<file path="config.mk">
export PLATFORM = sky130hd
export DESIGN_NAME = peak_rank_seq
export DESIGN_NICKNAME = d
export VERILOG_FILES = /design/src/rtl/peak_rank_seq.sv
export SDC_FILE = /design/constraint.sdc
export NUM_CORES = 1
export LEC_CHECK = 0
export CAP_MARGIN = 20
export CORE_MARGIN = 3
export CORE_UTILIZATION = 45
export DETAILED_ROUTE_END_ITERATION = 10
export DONT_BUFFER_PORTS = 1
export PLACE_DENSITY = 0.62
export SYNTH_ARGS = -nofsm -noshare
export SYNTH_HDL_FRONTEND = slang
export SYNTH_SLANG_ARGS = --single-unit
</file>
<file path="constraint.sdc">
create_clock -name clk -period 1.9 [get_ports clk]
set_input_delay 0.19 -clock clk [delete_from_list [all_inputs] [get_ports clk]]
set_output_delay 0.19 -clock clk [all_outputs]
set_load 0.02 [all_outputs]
</file>
<file path="src/rtl/peak_rank_seq.sv">
// Drives a limited-max search engine repeatedly to collect up to NUM_RANK
// distinct descending peaks, lowering the limit by GAP below each peak found.
`timescale 1ns/1ps
module peak_rank_seq #(
    parameter int                  DATA_WIDTH = 18,
    parameter int                  NUM_RANK   = 4,
    parameter int                  IDX_WIDTH  = 2,
    parameter int                  CNT_WIDTH  = 3,
    parameter int                  GAP        = 1,
    parameter int                  TO_WIDTH   = 16,
    parameter logic [TO_WIDTH-1:0] TO_NUM     = 16'd8000
) (
    input  logic                         clk,
    input  logic                         rst_n,
    input  logic                         trig,
    input  logic signed [DATA_WIDTH-1:0] max_in,
    input  logic                         max_valid,
    output logic                         start_o,
    output logic signed [DATA_WIDTH-1:0] limit_o,
    output logic                         rank_we,
    output logic [IDX_WIDTH-1:0]         rank_idx,
    output logic signed [DATA_WIDTH-1:0] rank_dat,
    output logic [CNT_WIDTH-1:0]         rank_cnt,
    output logic                         busy,
    output logic                         done,
    output logic                         timeout
);

    localparam logic signed [DATA_WIDTH-1:0] MIN_V   = {1'b1, {(DATA_WIDTH-1){1'b0}}};
    localparam logic signed [DATA_WIDTH-1:0] MAXP_V  = {1'b0, {(DATA_WIDTH-1){1'b1}}};
    localparam logic signed [DATA_WIDTH-1:0] GAP_V   = DATA_WIDTH'(GAP);
    localparam logic signed [DATA_WIDTH-1:0] FLOOR_V = MIN_V + GAP_V;
    localparam logic [IDX_WIDTH-1:0]         LAST_IDX = IDX_WIDTH'(NUM_RANK - 1);
    localparam logic [TO_WIDTH-1:0]          TO_LAST  = TO_NUM - 1'b1;

    typedef enum logic [1:0] {IDLE, ISSUE, WAIT, DONE} state_t;

    state_t                         state, state_nxt;
    logic [IDX_WIDTH-1:0]           idx, idx_nxt;
    logic [TO_WIDTH-1:0]            to_cnt, to_cnt_nxt;
    logic signed [DATA_WIDTH-1:0]   limit_nxt, dat_nxt;
    logic [IDX_WIDTH-1:0]           ridx_nxt;
    logic [CNT_WIDTH-1:0]           cnt_nxt;
    logic                           we_nxt, busy_nxt, timeout_nxt;

    function automatic logic signed [DATA_WIDTH-1:0] next_limit(input logic signed [DATA_WIDTH-1:0] v);
        return v - GAP_V;
    endfunction

    // True when subtracting GAP would wrap past the most negative value.
    function automatic logic would_underflow(input logic signed [DATA_WIDTH-1:0] v);
        return v < FLOOR_V;
    endfunction

    always_comb begin
        state_nxt   = state;
        idx_nxt     = idx;
        to_cnt_nxt  = to_cnt;
        limit_nxt   = limit_o;
        we_nxt      = 1'b0;
        ridx_nxt    = rank_idx;
        dat_nxt     = rank_dat;
        cnt_nxt     = rank_cnt;
        busy_nxt    = busy;
        timeout_nxt = timeout;
        case (state)
            IDLE: begin
                if (trig) begin
                    limit_nxt   = MAXP_V;
                    idx_nxt     = '0;
                    cnt_nxt     = '0;
                    timeout_nxt = 1'b0;
                    busy_nxt    = 1'b1;
                    state_nxt   = ISSUE;
                end
            end
            ISSUE: begin
                to_cnt_nxt = '0;
                state_nxt  = WAIT;
            end
            WAIT: begin
                to_cnt_nxt = to_cnt + 1'b1;
                // A result on the terminal-count cycle takes precedence over timeout.
                if (max_valid) begin
                    if (max_in == MIN_V) begin
                        state_nxt = DONE;
                    end else begin
                        we_nxt   = 1'b1;
                        ridx_nxt = idx;
                        dat_nxt  = max_in;
                        cnt_nxt  = CNT_WIDTH'(idx) + 1'b1;
                        if (idx == LAST_IDX || would_underflow(max_in)) begin
                            state_nxt = DONE;
                        end else begin
                            limit_nxt = next_limit(max_in);
                            idx_nxt   = idx + 1'b1;
                            state_nxt = ISSUE;
                        end
                    end
                end else if (to_cnt == TO_LAST) begin
                    timeout_nxt = 1'b1;
                    state_nxt   = DONE;
                end
            end
            DONE: begin
                busy_nxt  = 1'b0;
                state_nxt = IDLE;
            end
            default: state_nxt = IDLE;
        endcase
    end

    always_ff @(posedge clk or negedge rst_n) begin
        if (!rst_n) begin
            state    <= IDLE;
            idx      <= '0;
            to_cnt   <= '0;
            start_o  <= 1'b0;
            limit_o  <= MAXP_V;
            rank_we  <= 1'b0;
            rank_idx <= '0;
            rank_dat <= '0;
            rank_cnt <= '0;
            busy     <= 1'b0;
            done     <= 1'b0;
            timeout  <= 1'b0;
        end else begin
            state    <= state_nxt;
            idx      <= idx_nxt;
            to_cnt   <= to_cnt_nxt;
            start_o  <= (state_nxt == ISSUE);
            limit_o  <= limit_nxt;
            rank_we  <= we_nxt;
            rank_idx <= ridx_nxt;
            rank_dat <= dat_nxt;
            rank_cnt <= cnt_nxt;
            busy     <= busy_nxt;
            done     <= (state_nxt == DONE);
            timeout  <= timeout_nxt;
        end
    end

endmodule

</file>
==> qor.yml <==
outcome: "finished clean"
synth_top_family_by_area: "simple AND/OR/NAND/NOR gates"
maxCapViolCount: 0
postRouteAntennaNets: 0
p_total_mw: 5.83
yosysUniqueCellTypes: 53
worst_hold_path_type: "primary input to flop"
leakage_nw: 1.80
crit_fanout: 7
synth_edf_count: 0
p_comb_frac: 0.345
synth_xor_area_frac: 0.0512
synth_fa_ha_area_frac: 0.0256
end_kind: "flop"
vias: 2913
synth_top_area_share: 0.358
clk_pin_slew_ps: 70
cts.sinks: 66
worstSetupPathType: "flop to flop"
dpl_worst_slack_ps: -189
worstMarginPinSlew_ps: 629
muxShareOfSynthArea: 0.00329
numCtsBuffers: 9
path_cells: "ha_1, a311o_2, buf_12, a2111oi_0, nor3_1"
syn_nets: 415
io_pins: 68
arrival_ps: 2080
cts_tree: "built"
worstSetupStartpoint: "idx[0]$_DFFE_PN0P_"
layout-drive-gt1-share: 0.192
cp-start-kind: "flop"
grt_pass1_wl_mm: 14.5
clock_latency_ps: 350
dr.pass1.iters: 6
setup-tns-final_ps: 0
switchingPower_mw: 2.59
dp_hpwl_mm: 6.10
post_drt_via_cell_ratio: 5.42
crit_path_top_delay_cell: "a2111oi_0"
critPathBufInv: 1
diodes: 0
synth-compound-area-share: 0.143
fin_ws_ps: 73.7
hold_start: "max_valid"
grt_pass1_vias: 2993
power_frac_clock: 0.186
numPortBuffers: 0
cpLargestDelayFamily: "compound AO/OA/AOI/OAI gates"
async_flop_share: 1.00
cellPowerDensity_nw_per_um2: 1410
synthCells: 386
start_util: 0.467
cpPeakStageDelay_ps: 450
finClkSkew_ps: 18.0
period_share: 0.961
hold_depth: 3
synth_area_leader_cell: "dfrtp_1"
cts.path.max_buffers: 2
synth-simple-area-share: 0.247
r2r-start: "idx[0]$_DFFE_PN0P_"
grt_usage: 0.215
utilization: 0.566
finalMaxSlewViolations: 0
place_area_um2: 3700
synth_area_um2: 3420
synth_top_cells_by_area: "dfrtp_1 (36%), dfstp_2 (13%), nand2_1 (8.3%), nor2_1 (4.6%), a21oi_1 (3.9%)"
max_freq_mhz: 548
power.share.sequential: 0.469
die_h_um: 93.2
avgSynthCellArea_um2: 8.87
coreArea_um2: 7330
fin_area_um2: 4150
die_w_um: 93.2
synth.yosys.seq_area_share: 0.489
gp_congestion: 0.817
nets: 462
wirelength_mm: 8.74
hold_violations: 0
synth_seq_cells: 66
internal_power_mw: 3.24
area_growth_pct: 21.2
cts_htree_levels: 3
antenna_found_initial: 0
nFillCells: 660
drc: 0
setup_viol: 0
cp.required_ps: 2160
slew_headroom: 0.581
grt_max_degree: 67
cts_root_buffer: "clkbuf_8"
rows: 31
crit_cells: 5
synth_warnings: 0
dieArea_um2: 8690
gr-total-overflow: 0
dr.first_iter.drc_count: 173
netSwitchingFraction: 0.444
r2r_cells: 5
vdd.ir_drop.worst_mv: 0.679
routedWlPerCell_um: 16.3
synth_ff_type: "dfrtp_1"
min_period_ps: 1830
## placed cells by master, fill, tap and decap left out, types with 5 or more instances in the layout
cell           Yosys  layout
a21oi_1           27      27
a31oi_1            6       6
buf_4              1      31
clkbuf_8           0       9
dfrtp_1           49      49
dfstp_2           17      17
dlygate4sd3_1      0      18
ha_1               7       7
inv_1             16      16
nand2_1           76      76
nand3_1           13      13
nor2_1            42      42
nor3_1            18      17
o21ai_0           17      16
xnor2_1            5       5
xor2_1            15      15
## through the flow
stage               hold slack [ps]  cells
floorplan                      -106    386
global placement               -104    498
detailed placement             -104    498
CTS                            1.38    536
global route                   21.5    537
finish                         40.1    537
## per-layer routing
| layer | vias to the layer above | routed length (um) | global-route usage | share of wire |
|---|---|---|---|---|
| li1 | 1430 | - | - | - |
| met1 | 1369 | 3640 | 0.257 | 0.42 |
| met2 | 106 | 4370 | 0.360 | 0.50 |
| met3 | 8 | 642 | 0.0813 | 0.073 |
| met4 | 0 | 85 | 0.0623 | 0.0097 |
| met5 | - | 0 | 0 | 0 |
## worst min-delay path: stages
cell,delay [ps]
nor3_1,30
nor2_1,80
nor2_1,50
## state kept, by name, summed over array words and instances, names as in the netlist
| register | flops |
|---|---|
| rank_cnt | 3 |
| state | 2 |
| limit_o | 18 |
| done | 1 |
| idx | 2 |
| busy | 1 |
| rank_dat | 18 |
| rank_we | 1 |
| to_cnt | 16 |
| start_o | 1 |
| rank_idx | 2 |
| timeout | 1 |
## path summary, 6_finish.rpt
kind,end,slack (ps)
min,timeout$_DFFE_PN0P_,40
min reg2reg,to_cnt[12]$_DFFE_PN0P_,550
max in group asynchronous,limit_o[1]$_DFFE_PN1P_,1210
max,limit_o[15]$_DFFE_PN1P_,70
min in group asynchronous,rank_dat[3]$_DFFE_PN0P_,380
max reg2reg,limit_o[15]$_DFFE_PN1P_,70
## final cells by class
class / count / area [um2] / area share
clock buffers: 9 / 124 / 0.0299
multi-input cells: 287 / 1630 / 0.393
well taps: 99 / 124 / 0.0299
flip-flops and latches: 66 / 1670 / 0.403
repair buffers: 52 / 480 / 0.116
clock inverters: 7 / 53.8 / 0.0130
inverters: 17 / 63.8 / 0.0154
## what timing repair did
action / CTS / global route
setup buffers: 3 / 1
gates resized for setup: 1 / 4
gates cloned: 0 / 0
endpoints found under the hold margin: 88 / 0
setup endpoints to repair: 5 / 13
hold buffers: 19 / 0
pin swaps: 1 / 1
## kinds of logic after synthesis
logic type | after synthesis
XOR/XNOR | 20
adder cells (fa/ha/maj) | 7
AO/OA/AOI/OAI | 78
buffers and inverters | 33
flip-flops | 66
multiplexers | 1
AND/OR/NAND/NOR | 181
## power by group through the flow
stage | clock, mW | combinational, mW | sequential, mW
CTS | 1.13 | 1.98 | 2.75
floorplan | 0 | 1.31 | 2.66
finish | 1.08 | 2.01 | 2.74
global placement | 0 | 1.84 | 2.77
detailed placement | 0 | 1.89 | 2.77
global route | 1.19 | 2.27 | 2.80
## synth_stat cells, drive strengths merged (3+ instances only)
cell,n
dfrtp,49
buf,7
or3,4
a211oi,3
nand2b,3
nand2,76
dfstp,17
nand3,13
a21oi,30
ha,7
nor2,43
and3,3
xor2,15
nor4,4
xnor2,5
nand4,4
and4,3
nor3,19
o21ai,18
nor3b,3
o22ai,4
inv,17
a31oi,6
a2111oi,3
clkbuf,9
Power figures use the tool's default switching activity.
